## src/rtl/mem_arbiter.sv

```systemverilog
// mem_arbiter: shares one single-port RAM between the CPU port and the
// boot-loader port. Each access runs IDLE -> ISSUE -> WAIT -> RESP and ends
// with a one-cycle ready pulse to the port that owns it. Conflicts are
// resolved round-robin on the last owner.
// Optional build macro MEM_ARB_LD_LOCK_EN adds the ld_lock input, which lets
// the loader keep winning conflicts for gap-free boot bursts.
module mem_arbiter #(
  parameter int ADDR_W  = 32,
  parameter int DATA_W  = 32,
  parameter int MEM_LAT = 1    // RAM read latency, 1..4
) (
  input  logic              clk,
  input  logic              rst_n,
  input  logic              cpu_req,
  input  logic              cpu_we,
  input  logic [ADDR_W-1:0] cpu_addr,
  input  logic [DATA_W-1:0] cpu_wdata,
  output logic [DATA_W-1:0] cpu_rdata,
  output logic              cpu_ready,
  input  logic              ld_req,
  input  logic              ld_we,
  input  logic [ADDR_W-1:0] ld_addr,
  input  logic [DATA_W-1:0] ld_wdata,
  output logic [DATA_W-1:0] ld_rdata,
  output logic              ld_ready,
`ifdef MEM_ARB_LD_LOCK_EN
  input  logic              ld_lock,
`endif
  output logic              mem_en,
  output logic              mem_we,
  output logic [ADDR_W-1:0] mem_addr,
  output logic [DATA_W-1:0] mem_wdata,
  input  logic [DATA_W-1:0] mem_rdata
);

  typedef enum logic [1:0] {IDLE, ISSUE, WAIT, RESP} state_t;

  localparam logic OWN_CPU = 1'b0;
  localparam logic OWN_LD  = 1'b1;
  // MEM_LAT-1 is at most 3, so two bits hold every legal count.
  localparam int   CNT_W   = 2;
  localparam logic [CNT_W-1:0] CNT_LOAD = CNT_W'(MEM_LAT - 1);

  state_t              state_q, state_d;
  logic                owner_q, owner_d;
  logic                last_q, last_d;
  logic [CNT_W-1:0]    cnt_q, cnt_d;
  logic [ADDR_W-1:0]   addr_q, addr_d;
  logic                we_q, we_d;
  logic [DATA_W-1:0]   wdata_q, wdata_d;
  logic [DATA_W-1:0]   cpu_rdata_q, cpu_rdata_d;
  logic [DATA_W-1:0]   ld_rdata_q, ld_rdata_d;
  logic                lock_win;
  logic                grant_ld;

  // Loader keeps the RAM on a conflict while locked and it was the last owner.
`ifdef MEM_ARB_LD_LOCK_EN
  assign lock_win = ld_lock & (last_q == OWN_LD);
`else
  assign lock_win = 1'b0;
`endif

  // State and datapath registers; reset abandons any access in flight.
  always_ff @(posedge clk or negedge rst_n) begin
    if (!rst_n) begin
      state_q     <= IDLE;
      owner_q     <= OWN_CPU;
      last_q      <= OWN_LD;
      cnt_q       <= '0;
      addr_q      <= '0;
      we_q        <= 1'b0;
      wdata_q     <= '0;
      cpu_rdata_q <= '0;
      ld_rdata_q  <= '0;
    end else begin
      state_q     <= state_d;
      owner_q     <= owner_d;
      last_q      <= last_d;
      cnt_q       <= cnt_d;
      addr_q      <= addr_d;
      we_q        <= we_d;
      wdata_q     <= wdata_d;
      cpu_rdata_q <= cpu_rdata_d;
      ld_rdata_q  <= ld_rdata_d;
    end
  end

  // Arbitration, access sequencing and output decode.
  always_comb begin
    state_d     = state_q;
    owner_d     = owner_q;
    last_d      = last_q;
    cnt_d       = cnt_q;
    addr_d      = addr_q;
    we_d        = we_q;
    wdata_d     = wdata_q;
    cpu_rdata_d = cpu_rdata_q;
    ld_rdata_d  = ld_rdata_q;
    grant_ld    = 1'b0;
    mem_en      = 1'b0;
    mem_we      = 1'b0;
    cpu_ready   = 1'b0;
    ld_ready    = 1'b0;

    unique case (state_q)
      IDLE: begin
        if (cpu_req || ld_req) begin
          grant_ld = ld_req && (!cpu_req || (last_q == OWN_CPU) || lock_win);
          owner_d  = grant_ld;
          last_d   = grant_ld;
          addr_d   = grant_ld ? ld_addr  : cpu_addr;
          we_d     = grant_ld ? ld_we    : cpu_we;
          wdata_d  = grant_ld ? ld_wdata : cpu_wdata;
          state_d  = ISSUE;
        end
      end
      ISSUE: begin
        mem_en  = 1'b1;
        mem_we  = we_q;
        cnt_d   = CNT_LOAD;
        state_d = WAIT;
      end
      WAIT: begin
        if (cnt_q == '0) begin
          if (!we_q) begin
            if (owner_q == OWN_LD) ld_rdata_d  = mem_rdata;
            else                   cpu_rdata_d = mem_rdata;
          end
          state_d = RESP;
        end else begin
          cnt_d = cnt_q - 1'b1;
        end
      end
      RESP: begin
        cpu_ready = (owner_q == OWN_CPU);
        ld_ready  = (owner_q == OWN_LD);
        state_d   = IDLE;
      end
      default: state_d = IDLE;
    endcase
  end

  assign mem_addr  = addr_q;
  assign mem_wdata = wdata_q;
  assign cpu_rdata = cpu_rdata_q;
  assign ld_rdata  = ld_rdata_q;

endmodule

```

## config.mk

```make
export PLATFORM = sky130hd
export DESIGN_NAME = mem_arbiter
export DESIGN_NICKNAME = d
export VERILOG_FILES = /design/src/rtl/mem_arbiter.sv
export SDC_FILE = /design/constraint.sdc
export NUM_CORES = 1
export LEC_CHECK = 0
export ABC_CLOCK_PERIOD_IN_PS = 2400
export CAP_MARGIN = 15
export CORE_MARGIN = 4
export CORE_UTILIZATION = 40
export DETAILED_ROUTE_END_ITERATION = 10
export GPL_TIMING_DRIVEN = 0
export PLACE_DENSITY = 0.8
export SYNTH_ARGS = -nofsm -noshare
export SYNTH_HDL_FRONTEND = slang
export SYNTH_SLANG_ARGS = --single-unit
```

## constraint.sdc

```tcl
create_clock -name clk -period 2.4 [get_ports clk]
set_input_delay 0.36 -clock clk [delete_from_list [all_inputs] [get_ports clk]]
set_output_delay 0.36 -clock clk [all_outputs]
set_load 0.05 [all_outputs]
```

==> qor_table.md <==
| Group | Item | This run |
| --- | --- | --- |
| routing | Drt first pass iters | 4 |
| logic synthesis | Mean area per synthesized cell | 10.8 µm² |
| logic synthesis | Synthesized netlist net count | 699 |
| logic synthesis | Biggest area contributors in the synthesized netlist | dfrtp_1 (59%), mux2_2 (13%), a21oi_1 (12%) |
| worst setup path | Reg2Reg Depth | 7 |
| worst setup path | Critical path startpoint category | flop |
| timing | Top achievable clock speed | 455 MHz |
| routing | Final routed DRC violation total | 0 |
| die | Starting Density | 40.9% |
| routing | Starting DRT DRC Count | 234 |
| placed design | Detailed placement HPWL | 13800 µm |
| routing | Via-per-instance ratio | 5.00 |
| logic synthesis | Number of synthesized register bits | 135 |
| placed design | Number of input and output port buffers inserted | 297 |
| routing | Routed length per instance | 17.5 µm |
| global route | M3 GR Usage | 7.90% |
| layout | Final cell count without fillers | 1035 |
| logic synthesis | Post-Syn Area | 5700 µm² |
| logic synthesis | Cell type with the highest aggregate area in the netlist | dfrtp_1 |
| die | Num rows | 43 |
| timing | Count of endpoints failing hold in the final timing report | 0 |
| clocking | Count of clock tree sinks | 135 |
| clocking | TritonCTS clock tree | done |
| global route | Vias in the first global route | 5517 |
| clocking | Clock network latency to the later pin of the worst-skew pair | 0.41 ns |
| run | Max-Cap Viols | 0 |
| global route | Global-route wire length before repair | 28800 µm |
| logic synthesis | Leading post-synthesis cells by instance count | dfrtp_1 (134), a21oi_1 (132), nand2_1 (66) |
| timing | Final worst path period need | 2.20 ns |
| worst setup path | Kind of critical path | flop to output pin |
| worst setup path | Worst setup path startpoint | state_q[1]$_DFFE_PN0P_ |
| min path | Worst hold path type | input port to flop |
| clocking | CTS max path bufs | 2 |
| routing | Total length of routed wires | 18200 µm |
| timing | Final Slew Violations | 0 |
| timing | Measured slew at the worst slew-check pin | 0.638 ns |
| global route | Number of antenna violations at the first check in global routing | 0 |
| die | Width of the chip | 127 µm |
| worst setup path | Endpoint of the lowest-slack register-to-register path | mem_wdata[21]$_DFFE_PN0P_ |
| die | Die area | 16200 µm² |
| clocking | Clock input transition at the sequential cells of the worst setup and hold paths | 0.06 ns |
| logic synthesis | Top-count cell post-synth | dfrtp_1 |
| worst setup path | Crit path capture | mem_we |
| worst setup path | Required time at the worst-slack endpoint | 2.04 ns |
| logic synthesis | Share of the yosys chip area belonging to registers | 59.2% |
| logic synthesis | Gate Count Post-Synth | 526 |
| layout | Filler instances | 983 |
| worst setup path | Crit. End Element | output pin |
| logic synthesis | Synthesis Warnings | 0 |
| timing | Worst max-slew margin expressed relative to the limit | 57.5% |
| layout | Antenna fix cells | 0 |
| worst setup path | Internal reg-to-reg setup slack | 0.36 ns |
| die | DIE HEIGHT | 127 µm |
| pwr | Peak supply drop | 812 µV |
| global route | Maximum number of pins on one net before global-route repair | 69 |
| clocking | Clock Tree Root | clkbuf_16 |
| timing | Post-route clock period utilization | 91.6% |
| worst setup path | Worst flop-to-flop path startpoint | state_q[0]$_DFFE_PN0P_ |
| logic synthesis | Number of unique standard cell types used by synthesis | 28 |
| clocking | Number of buffers added by the clock tree synthesis step | 17 |
| routing | DR vias | 5173 |
| global route | Overall global routing resource usage | 22.6% |
| clocking | Setup Fix Bufs, Post-CTS | 0 |
| run status | Result of the run | finished clean |
| layout | Area taken by flip-flops and latches | 3380 µm² |
| layout | Number of nets in the finished design | 1017 |
| layout | Share of final-layout standard cells stronger than drive strength 1 | 14.0% |
| min path | Source of the worst hold timing path | cpu_addr[3] |
| logic synthesis | Post-synthesis async set-or-reset flop share | 100% |
| global route | Remaining global-route overflow | 0 |
| routing | Final antenna-violating net count | 0 |
| layout | Area growth syn-to-layout | 68.0% |
| timing | Unrepaired setup endpoints after global routing | false |
| global route | GRT Max-Usage Layer | met2 |
| logic synthesis | Synth Flop Type | dfrtp_1 |
| pwr | Leakage | 4.10 nW |
| global route | Met1 GRT Util | 25.6% |
| placed design | Placed cell count | 1004 |
| clocking | Number of H-tree branching levels | 4 |
| placed design | Global placer's final weighted congestion | 0.877 |
| layout | Multi-input combinational cell area | 2120 µm² |
| pwr | Total power | 16.2 mW |
| logic synthesis | EDFF count, synth | 0 |
| logic synthesis | Area share of the largest cell type after synthesis | 58.8% |
| global route | Met2 capacity usage during global routing | 39.1% |
| worst setup path | Largest fanout on the critical path | 5 |
| die | Number of top-level pins | 298 |
| worst setup path | WP data arrival | 1.84 ns |
| pwr | Cell area power density | 1690 nW/µm² |
| timing | Final setup fails | 0 |
| timing | Clock skew after layout | 0.00777 ns |
| die | Core area | 13900 µm² |
-- cell usage in the layout, fill, tap and decap left out, drive strengths merged, types with 2 or more instances in the layout --
master / instances
clkdlybuf4s50: 292
mux2i: 2
mux2: 66
nor2: 65
and2: 2
clkinvlp: 3
dlymetal6s2s: 2
ha: 7
bufinv: 5
clkbuf: 23
buf: 31
clkinv: 2
a21oi: 132
inv: 7
dfrtp: 134
nand2: 66
dlygate4sd2: 2
-- where the power goes --
part / internal [mW] / leakage [nW] / switching (mW)
logic: 3.23 / 2.24 / 5.97
registers: 3.45 / 1.56 / 0.684
clock network: 1.86 / 0.305 / 0.982
-- area by class of cell --
cell class / instances / area share (%)
Sequential cell: 135 / 35.3
Timing Repair Buffer: 299 / 31.5
Multi-Input combinational cell: 352 / 22.2
Clock buffer: 18 / 4.58
Tap cell: 180 / 2.35
Clock inverter: 12 / 2.09
Buffer: 34 / 1.91
Inverter: 5 / 0.196
-- what timing repair did --
| action | 4_1_cts | 5_1_grt |
|---|---|---|
| setup endpoints to repair | 2 | 2 |
| cloned | 0 | 0 |
| endpoints found under the hold margin | 66 | 0 |
| hold buffers | 1 | 0 |
| resized for setup | 2 | 2 |
-- logic make-up (layout without fill, tap and decap cells) --
kind of cell | count (synthesis) | in the layout | share of synthesized area [%]
AO/OA/AOI/OAI | 139 | 139 | 12.5
AND/OR/NAND/NOR | 138 | 138 | 9.76
flip-flops | 135 | 135 | 59.2
multiplexers | 68 | 68 | 13.4
buffers and inverters | 39 | 368 | 3.53
adder cells (fa/ha/maj) | 7 | 7 | 1.54
-- flip-flops by register name, indices dropped and copies added (netlist names) --
name       cells
last_q         1
state_q        2
ld_rdata      32
cnt_q          2
owner_q        1
cpu_rdata     32
mem_addr      32
mem_wdata     32
we_q           1
-- how the worst min path moves through the flow --
stage | end | slack (ns) | cells past startpoint
floorplan | cnt_q[0]$_DFFE_PN0P_ | 0.06 | 0
global placement | cpu_rdata[30]$_DFFE_PN0P_ | 0.47 | 1
detailed placement | ld_rdata[17]$_DFFE_PN0P_ | 0.40 | 1
CTS | mem_addr[3]$_DFFE_PN0P_ | 0.47 | 3
global route | mem_addr[23]$_DFFE_PN0P_ | 0.48 | 3
finish | mem_addr[3]$_DFFE_PN0P_ | 0.48 | 3
-- layer usage --
metal,wire length [µm],vias up
met5,0,-
met1,6920,2475
met2,9150,245
met3,1690,29
li1,-,2424
met4,393,0
-- per-stage QoR --
| step | setup TNS [ns] | area [µm²] | util (%) | worst slack, ns | hold slack (ns) |
|---|---|---|---|---|---|
| after CTS | 0 | 9580 | 68.7 | 0.0318 | 0.465 |
| after global routing | 0 | 9580 | 68.8 | 0.0869 | 0.483 |
| final | 0 | 9580 | 68.8 | 0.201 | 0.482 |
| after global placement | -562.52 | 8900 | 63.9 | -4.19 | 0.474 |
| after detailed placement | 0 | 8930 | 64.1 | 0.287 | 0.402 |
| after floorplan | 0 | 5700 | - | 0.555 | 0.0644 |
-- critical path, stage by stage, from the launching register on --
cell,delay [ns]
dfrtp_1,0.42
inv_1,0.12
ha_1,0.20
and2_1,0.12
dlygate4sd2_1,0.56
Power figures use the tool's default switching activity.
